File: src/rtl/starfield_pkg.sv
// Purpose: shared constants and FSM encoding for the starfield speed-ramp writer.
// Contents: register addresses, control bit indices, speed width, state enum.
package starfield_pkg;

   localparam int unsigned SPEED_W = 8;

   // CPU register map
   localparam logic [1:0] SFR_TARGET = 2'd0;
   localparam logic [1:0] SFR_STEP   = 2'd1;
   localparam logic [1:0] SFR_DIV    = 2'd2;
   localparam logic [1:0] SFR_CTRL   = 2'd3;

   // Control register bits
   localparam int unsigned SFR_CTRL_JUMP = 0;
   localparam int unsigned SFR_CTRL_HOLD = 1;

   typedef enum logic [2:0] {
      ST_INIT  = 3'd0,
      ST_IDLE  = 3'd1,
      ST_WAIT  = 3'd2,
      ST_STEP  = 3'd3,
      ST_WRITE = 3'd4
   } sf_state_e;

endpackage

File: src/rtl/speed_step.sv
// Purpose: one saturating step of the speed value toward the target.
// Ports: cur    - current speed
//        target - requested speed
//        step   - step size (0 = jump straight to target)
//        next   - new speed, never past target and never wrapped
module speed_step
   import starfield_pkg::*;
(
   input  logic [SPEED_W-1:0] cur,
   input  logic [SPEED_W-1:0] target,
   input  logic [SPEED_W-1:0] step,
   output logic [SPEED_W-1:0] next
);

   logic [SPEED_W:0] w_sum;
   logic [SPEED_W:0] w_diff;

   // Extra bit holds the carry/borrow so overshoot clamps to target.
   always_comb begin
      w_sum  = {1'b0, cur} + {1'b0, step};
      w_diff = {1'b0, cur} - {1'b0, step};
      next   = target;
      if (step != '0) begin
         if (cur < target) begin
            if (w_sum < {1'b0, target}) next = w_sum[SPEED_W-1:0];
         end else if (cur > target) begin
            if (!w_diff[SPEED_W] && (w_diff[SPEED_W-1:0] > target)) next = w_diff[SPEED_W-1:0];
         end
      end
   end

endmodule

File: src/rtl/starfield_speed_ramp.sv
// Purpose: CPU-programmed speed ramp for the starfield; moves the speed one
//          step toward target every div+1 vblank rising edges and emits a
//          single-cycle write strobe with data for each new value.
// Ports: clk, rst_n (async active-low)
//        vblank                        - vertical blank level
//        cpu_addr/cpu_data_in/cpu_write - register write port
//        sf_data/sf_write              - write strobe + data to the starfield
//        cur_speed                     - last value written
//        busy                          - ramp or write outstanding
module starfield_speed_ramp
   import starfield_pkg::*;
#(
   parameter int unsigned DIV_W = 8
) (
   input  logic               clk,
   input  logic               rst_n,
   input  logic               vblank,
   input  logic [1:0]         cpu_addr,
   input  logic [7:0]         cpu_data_in,
   input  logic               cpu_write,
   output logic [SPEED_W-1:0] sf_data,
   output logic               sf_write,
   output logic [SPEED_W-1:0] cur_speed,
   output logic               busy
);

   sf_state_e          r_state, w_state_n;
   logic [SPEED_W-1:0] r_target, r_step, r_cur, r_sf_data;
   logic [DIV_W-1:0]   r_div, r_cnt, w_cnt_n;
   logic               r_hold, r_pend, w_pend_n;
   logic               r_vblank_q, r_sf_write, r_busy, w_busy_n;
   logic               r_step_jump, w_step_jump;
   logic               w_enter_step, w_load;
   logic [SPEED_W-1:0] w_load_val, w_next;
   logic               w_vb_edge, w_jump_req;

   assign w_vb_edge  = vblank & ~r_vblank_q;
   assign w_jump_req = cpu_write && (cpu_addr == SFR_CTRL) && cpu_data_in[SFR_CTRL_JUMP];

   speed_step u_step (
      .cur    (r_cur),
      .target (r_target),
      .step   (r_step),
      .next   (w_next)
   );

   // CPU-visible registers
   always_ff @(posedge clk or negedge rst_n) begin
      if (!rst_n) begin
         r_target <= '0;
         r_step   <= SPEED_W'(1);
         r_div    <= '0;
         r_hold   <= 1'b0;
      end else if (cpu_write) begin
         case (cpu_addr)
            SFR_TARGET: r_target <= cpu_data_in;
            SFR_STEP:   r_step   <= cpu_data_in;
            SFR_DIV:    r_div    <= DIV_W'(cpu_data_in);
            default:    r_hold   <= cpu_data_in[SFR_CTRL_HOLD];
         endcase
      end
   end

   // State register
   always_ff @(posedge clk or negedge rst_n) begin
      if (!rst_n) r_state <= ST_INIT;
      else        r_state <= w_state_n;
   end

   // Next-state, counter, jump-pending and write-load decode
   always_comb begin
      w_state_n    = r_state;
      w_cnt_n      = r_cnt;
      w_enter_step = 1'b0;
      w_step_jump  = 1'b0;
      w_load       = 1'b0;
      w_load_val   = r_cur;
      case (r_state)
         ST_INIT: begin
            w_load     = 1'b1;
            w_load_val = '0;
            w_state_n  = ST_WRITE;
         end
         ST_IDLE, ST_WAIT: begin
            if (r_pend) begin
               w_state_n    = ST_STEP;
               w_enter_step = 1'b1;
               w_step_jump  = 1'b1;
               w_cnt_n      = r_div;
            end else if (r_state == ST_IDLE) begin
               if (r_target != r_cur) w_state_n = ST_WAIT;
            end else if (w_vb_edge && !r_hold) begin
               if (r_cnt == '0) begin
                  w_cnt_n      = r_div;
                  w_state_n    = ST_STEP;
                  w_enter_step = 1'b1;
                  // A jump landing on the same edge replaces this step.
                  w_step_jump  = w_jump_req;
               end else begin
                  w_cnt_n = r_cnt - DIV_W'(1);
               end
            end
         end
         ST_STEP: begin
            w_load     = 1'b1;
            w_load_val = r_step_jump ? r_target : w_next;
            w_state_n  = ST_WRITE;
         end
         ST_WRITE: begin
            w_state_n = (r_cur == r_target) ? ST_IDLE : ST_WAIT;
         end
         default: w_state_n = ST_INIT;
      endcase

      if (w_enter_step)    w_pend_n = 1'b0;
      else if (w_jump_req) w_pend_n = 1'b1;
      else                 w_pend_n = r_pend;

      w_busy_n = (w_state_n != ST_IDLE) | w_pend_n;
   end

   // Datapath and registered outputs
   always_ff @(posedge clk or negedge rst_n) begin
      if (!rst_n) begin
         r_vblank_q  <= 1'b0;
         r_cnt       <= '0;
         r_pend      <= 1'b0;
         r_step_jump <= 1'b0;
         r_sf_write  <= 1'b0;
         r_sf_data   <= '0;
         r_cur       <= '0;
         r_busy      <= 1'b1;
      end else begin
         r_vblank_q <= vblank;
         r_cnt      <= w_cnt_n;
         r_pend     <= w_pend_n;
         r_sf_write <= w_load;
         r_busy     <= w_busy_n;
         if (w_enter_step) r_step_jump <= w_step_jump;
         if (w_load) begin
            r_sf_data <= w_load_val;
            r_cur     <= w_load_val;
         end
      end
   end

   assign sf_data   = r_sf_data;
   assign sf_write  = r_sf_write;
   assign cur_speed = r_cur;
   assign busy      = r_busy;

endmodule

File: config.mk
export PLATFORM = sky130hd
export DESIGN_NAME = starfield_speed_ramp
export DESIGN_NICKNAME = d
export VERILOG_FILES = /design/src/rtl/starfield_pkg.sv /design/src/rtl/speed_step.sv /design/src/rtl/starfield_speed_ramp.sv
export SDC_FILE = /design/constraint.sdc
export NUM_CORES = 1
export LEC_CHECK = 0
export ABC_AREA = 1
export BUFFER_PORTS_ARGS = -buffer_cell sky130_fd_sc_hd__buf_2
export CORE_MARGIN = 3
export CORE_UTILIZATION = 25
export DETAILED_ROUTE_END_ITERATION = 16
export GPL_TIMING_DRIVEN = 0
export PLACE_DENSITY = 0.48
export SLEW_MARGIN = 20
export SYNTH_ARGS = -nofsm -noshare
export SYNTH_HDL_FRONTEND = slang
export SYNTH_HIERARCHICAL = 1
export SYNTH_SLANG_ARGS = --single-unit
File: constraint.sdc
create_clock -name clk -period 3.6 [get_ports clk]
set_input_delay 1.08 -clock clk [delete_from_list [all_inputs] [get_ports clk]]
set_output_delay 1.08 -clock clk [all_outputs]
set_load 0.005 [all_outputs]
==> impl_results.md <==
* Status: completed
* Crit Path Category: reg -> reg
* Worst slew pin tran at ~0.67 ns
* Setup WS pre-CTS at -0.05668 ns
* Final setup fails at 0
* Clk_skew at ~0.0056 ns
* Vias per cell at 4.456
* Commonest non-fill, non-tap cell in the layout: nand2_1
* Initial drt markers at roughly 210
* CTS Buffer Depth at 2
* Total CTS buffers at 5
* Dpl hpwl at about 9300 um
* Seq/Total Area, Yosys at between 20 and 30%
* Gpl congestion at between 0.8 and 0.9
* Area growth syn-to-layout at 17.78%
* GRT Util Overall at 13.43%
* Synth Instances at between 600 and 700
* FFs w/ async S/R, synth at 100.0%
* Vias in the first global route at ~3800
* Residual DRC at 0
* Final WS setup at 0.2483 ns
* Die width at about 140 um
* Antenna cell count at 0
* Netlist Area Pre-Place at approximately 4300 um2
* Layout cells sized above 1 at about 18%
* Fmax at approximately 300 MHz
* Initial Util at between 20% and 30%
* Pwr Density at just under 700 nW/um2
* Critical Path AT at 3.54 ns
* Critical Path RT at roughly 3.8 ns
* Post-Syn Nets at approximately 690
* Total grt overflow at 0
* Initial antenna violation count at 0
* Leakage at ~2.8 nW
* Tmin final at ~3.4 ns
* Worst-skew pair later-pin latency at around 0.30 ns
* Worst Setup End Kind: flop
* Critical Path Fanout Max at 6
* Core Area at ~17000 um2
* Most frequent cells in the layout: 178 x nand2_1, 106 x inv_1, 56 x nor2_1, 44 x nand3_1, 39 x ha_1
* Final hold vios at 0
* Die height at 137.9 um
* Slew HR at 55.50%
* Worst Hold Class: reg -> reg
* Clock sink total at slightly below 50
* Final Hold Slack at roughly 0.5 ns
* Total power at about 3.5 mW
* IO buf count at 31
* Layout Nets at around 740
* First-pass DRT Iterations at 5
* Largest net degree at the start of global routing at 50
* Clk slew on worst S/H paths at about 0.060 ns
* Total number of vias at roughly 4000
* CTS tree: built
* Row count at 47
* Synth Flop Type: dfrtp_1
* Post-CTS Hold Buffers at 0
* Worst ir drop on vdd at 275.2 uV
* Htree depth at 2
* Startpoint types: flop
* Period utilization at between 90% and 100%
* Post-synth EDFFs at 0
* Final Slew Violations at 0
* Yosys reg bits at between 40 and 50
* Max-cap violations at 0
* Routed Antenna Nets at 0
* Overall routed net length at around 12000 um
* Final core utilization at 30.45%
* Post-synthesis cell type count at 42
* I/O pin cnt at 32
* Syn Area/Cell at between 6 and 7 um2
* First-pass GRT wire length at 19840 um
* Setup TNS at 0 ns
* Ys Warns at 6
* Root Buffer: clkbuf_16
* DR WL/cell at around 13 um
* Die area at ~19000 um2
[stage by stage]
stage / cells / area (um2)
2_1_floorplan: 632 / 4348
3_3_place_gp: 883 / 4778
3_5_place_dp: 883 / 4781
4_1_cts: 891 / 4966
5_1_grt: 901 / 5121
6_report: 901 / 5121
[layer usage]
metal	track usage, %	routed length, um	up-vias
met5	0	0	-
met4	2.470	103	0
met3	1.996	346	9
met2	21.72	5427	66
met1	19.18	6199	1847
li1	-	-	2093
[logic make-up after synthesis]
logic type,after synthesis,share of synthesized area [%]
AO/OA/AOI/OAI,85,12.46
XOR/XNOR,10,2.014
adder cells (fa/ha/maj),42,12.43
buffers and inverters,131,13.44
flip-flops,49,28.26
AND/OR/NAND/NOR,315,31.40
[cells in the mapped netlist, drive strengths merged (5+ instances only)]
master,number,area (um2)
o21ai,44,231.5
xor2,5,43.79
ha,40,500.5
xnor2,5,43.79
a21oi,26,167.7
inv,108,407.9
nor2,60,237.7
dfrtp,47,1176
nand3,48,267.8
buf,17,138.9
nand4,11,68.82
nand2,189,749.5
o211ai,8,80.08
[sequential cells by signal, summed over array words and instances (netlist names), 3 cells and up]
| signal | flops |
|---|---|
| r_target | 8 |
| r_step | 8 |
| r_state | 3 |
| sf_data | 8 |
| r_cnt | 8 |
| r_div | 8 |
[critical path, cell delays in order, from the launching register on]
cell and delay [ns]:
dfrtp_2 0.46, ha_1 0.25, fa_2 0.36, nand3_1 0.11, nand2_2 0.10, xor2_2 0.17, inv_1 0.07, ha_1 0.31
nand2_1 0.07, inv_1 0.04, a21oi_1 0.13, nand2_1 0.11, nand2_1 0.07, nand2_1 0.05, nand2_1 0.10, nand2_2 0.13
nand2_1 0.09, nand3_1 0.11, a21oi_2 0.18, nor2_1 0.07, o41ai_2 0.27
[area by class of cell]
cell class / count / area [um2]
well taps: 220 / 275.3
flip-flops and latches: 49 / 1240
plain buffers: 22 / 175.2
multi-input cells: 452 / 2613
repair buffers: 41 / 232.7
fillers: 1902 / 11700
inverters: 109 / 412.9
clock inverters: 1 / 30.03
clock buffers: 7 / 142.6
[final timing paths]
kind	start	endpoint	slack, ns	cells after the start
max	sf_data[0]	sf_data[2]	0.25	20
max in group asynchronous	rst_n	sf_data[6]	2.29	1
min	r_div[3]	r_div[3]	0.51	2
max reg2reg	sf_data[0]	sf_data[2]	0.25	20
min in group asynchronous	rst_n	r_cnt[5]	0.80	1
min reg2reg	r_div[3]	r_div[3]	0.51	2
[repair_timing]
item | CTS | global route
pin swaps | 0 | 2
buffers inserted | 0 | 10
setup endpoints to repair | 4 | 8
resized for setup | 5 | 22
hold endpoints to repair | 0 | 0
[power breakdown]
group	leakage [nW]	internal (mW)	switching [mW]
logic	2.16	0.804	1.31
clock network	0.0841	0.347	0.208
registers	0.604	0.690	0.165
Note: power is estimated with default switching activity, not from simulation.
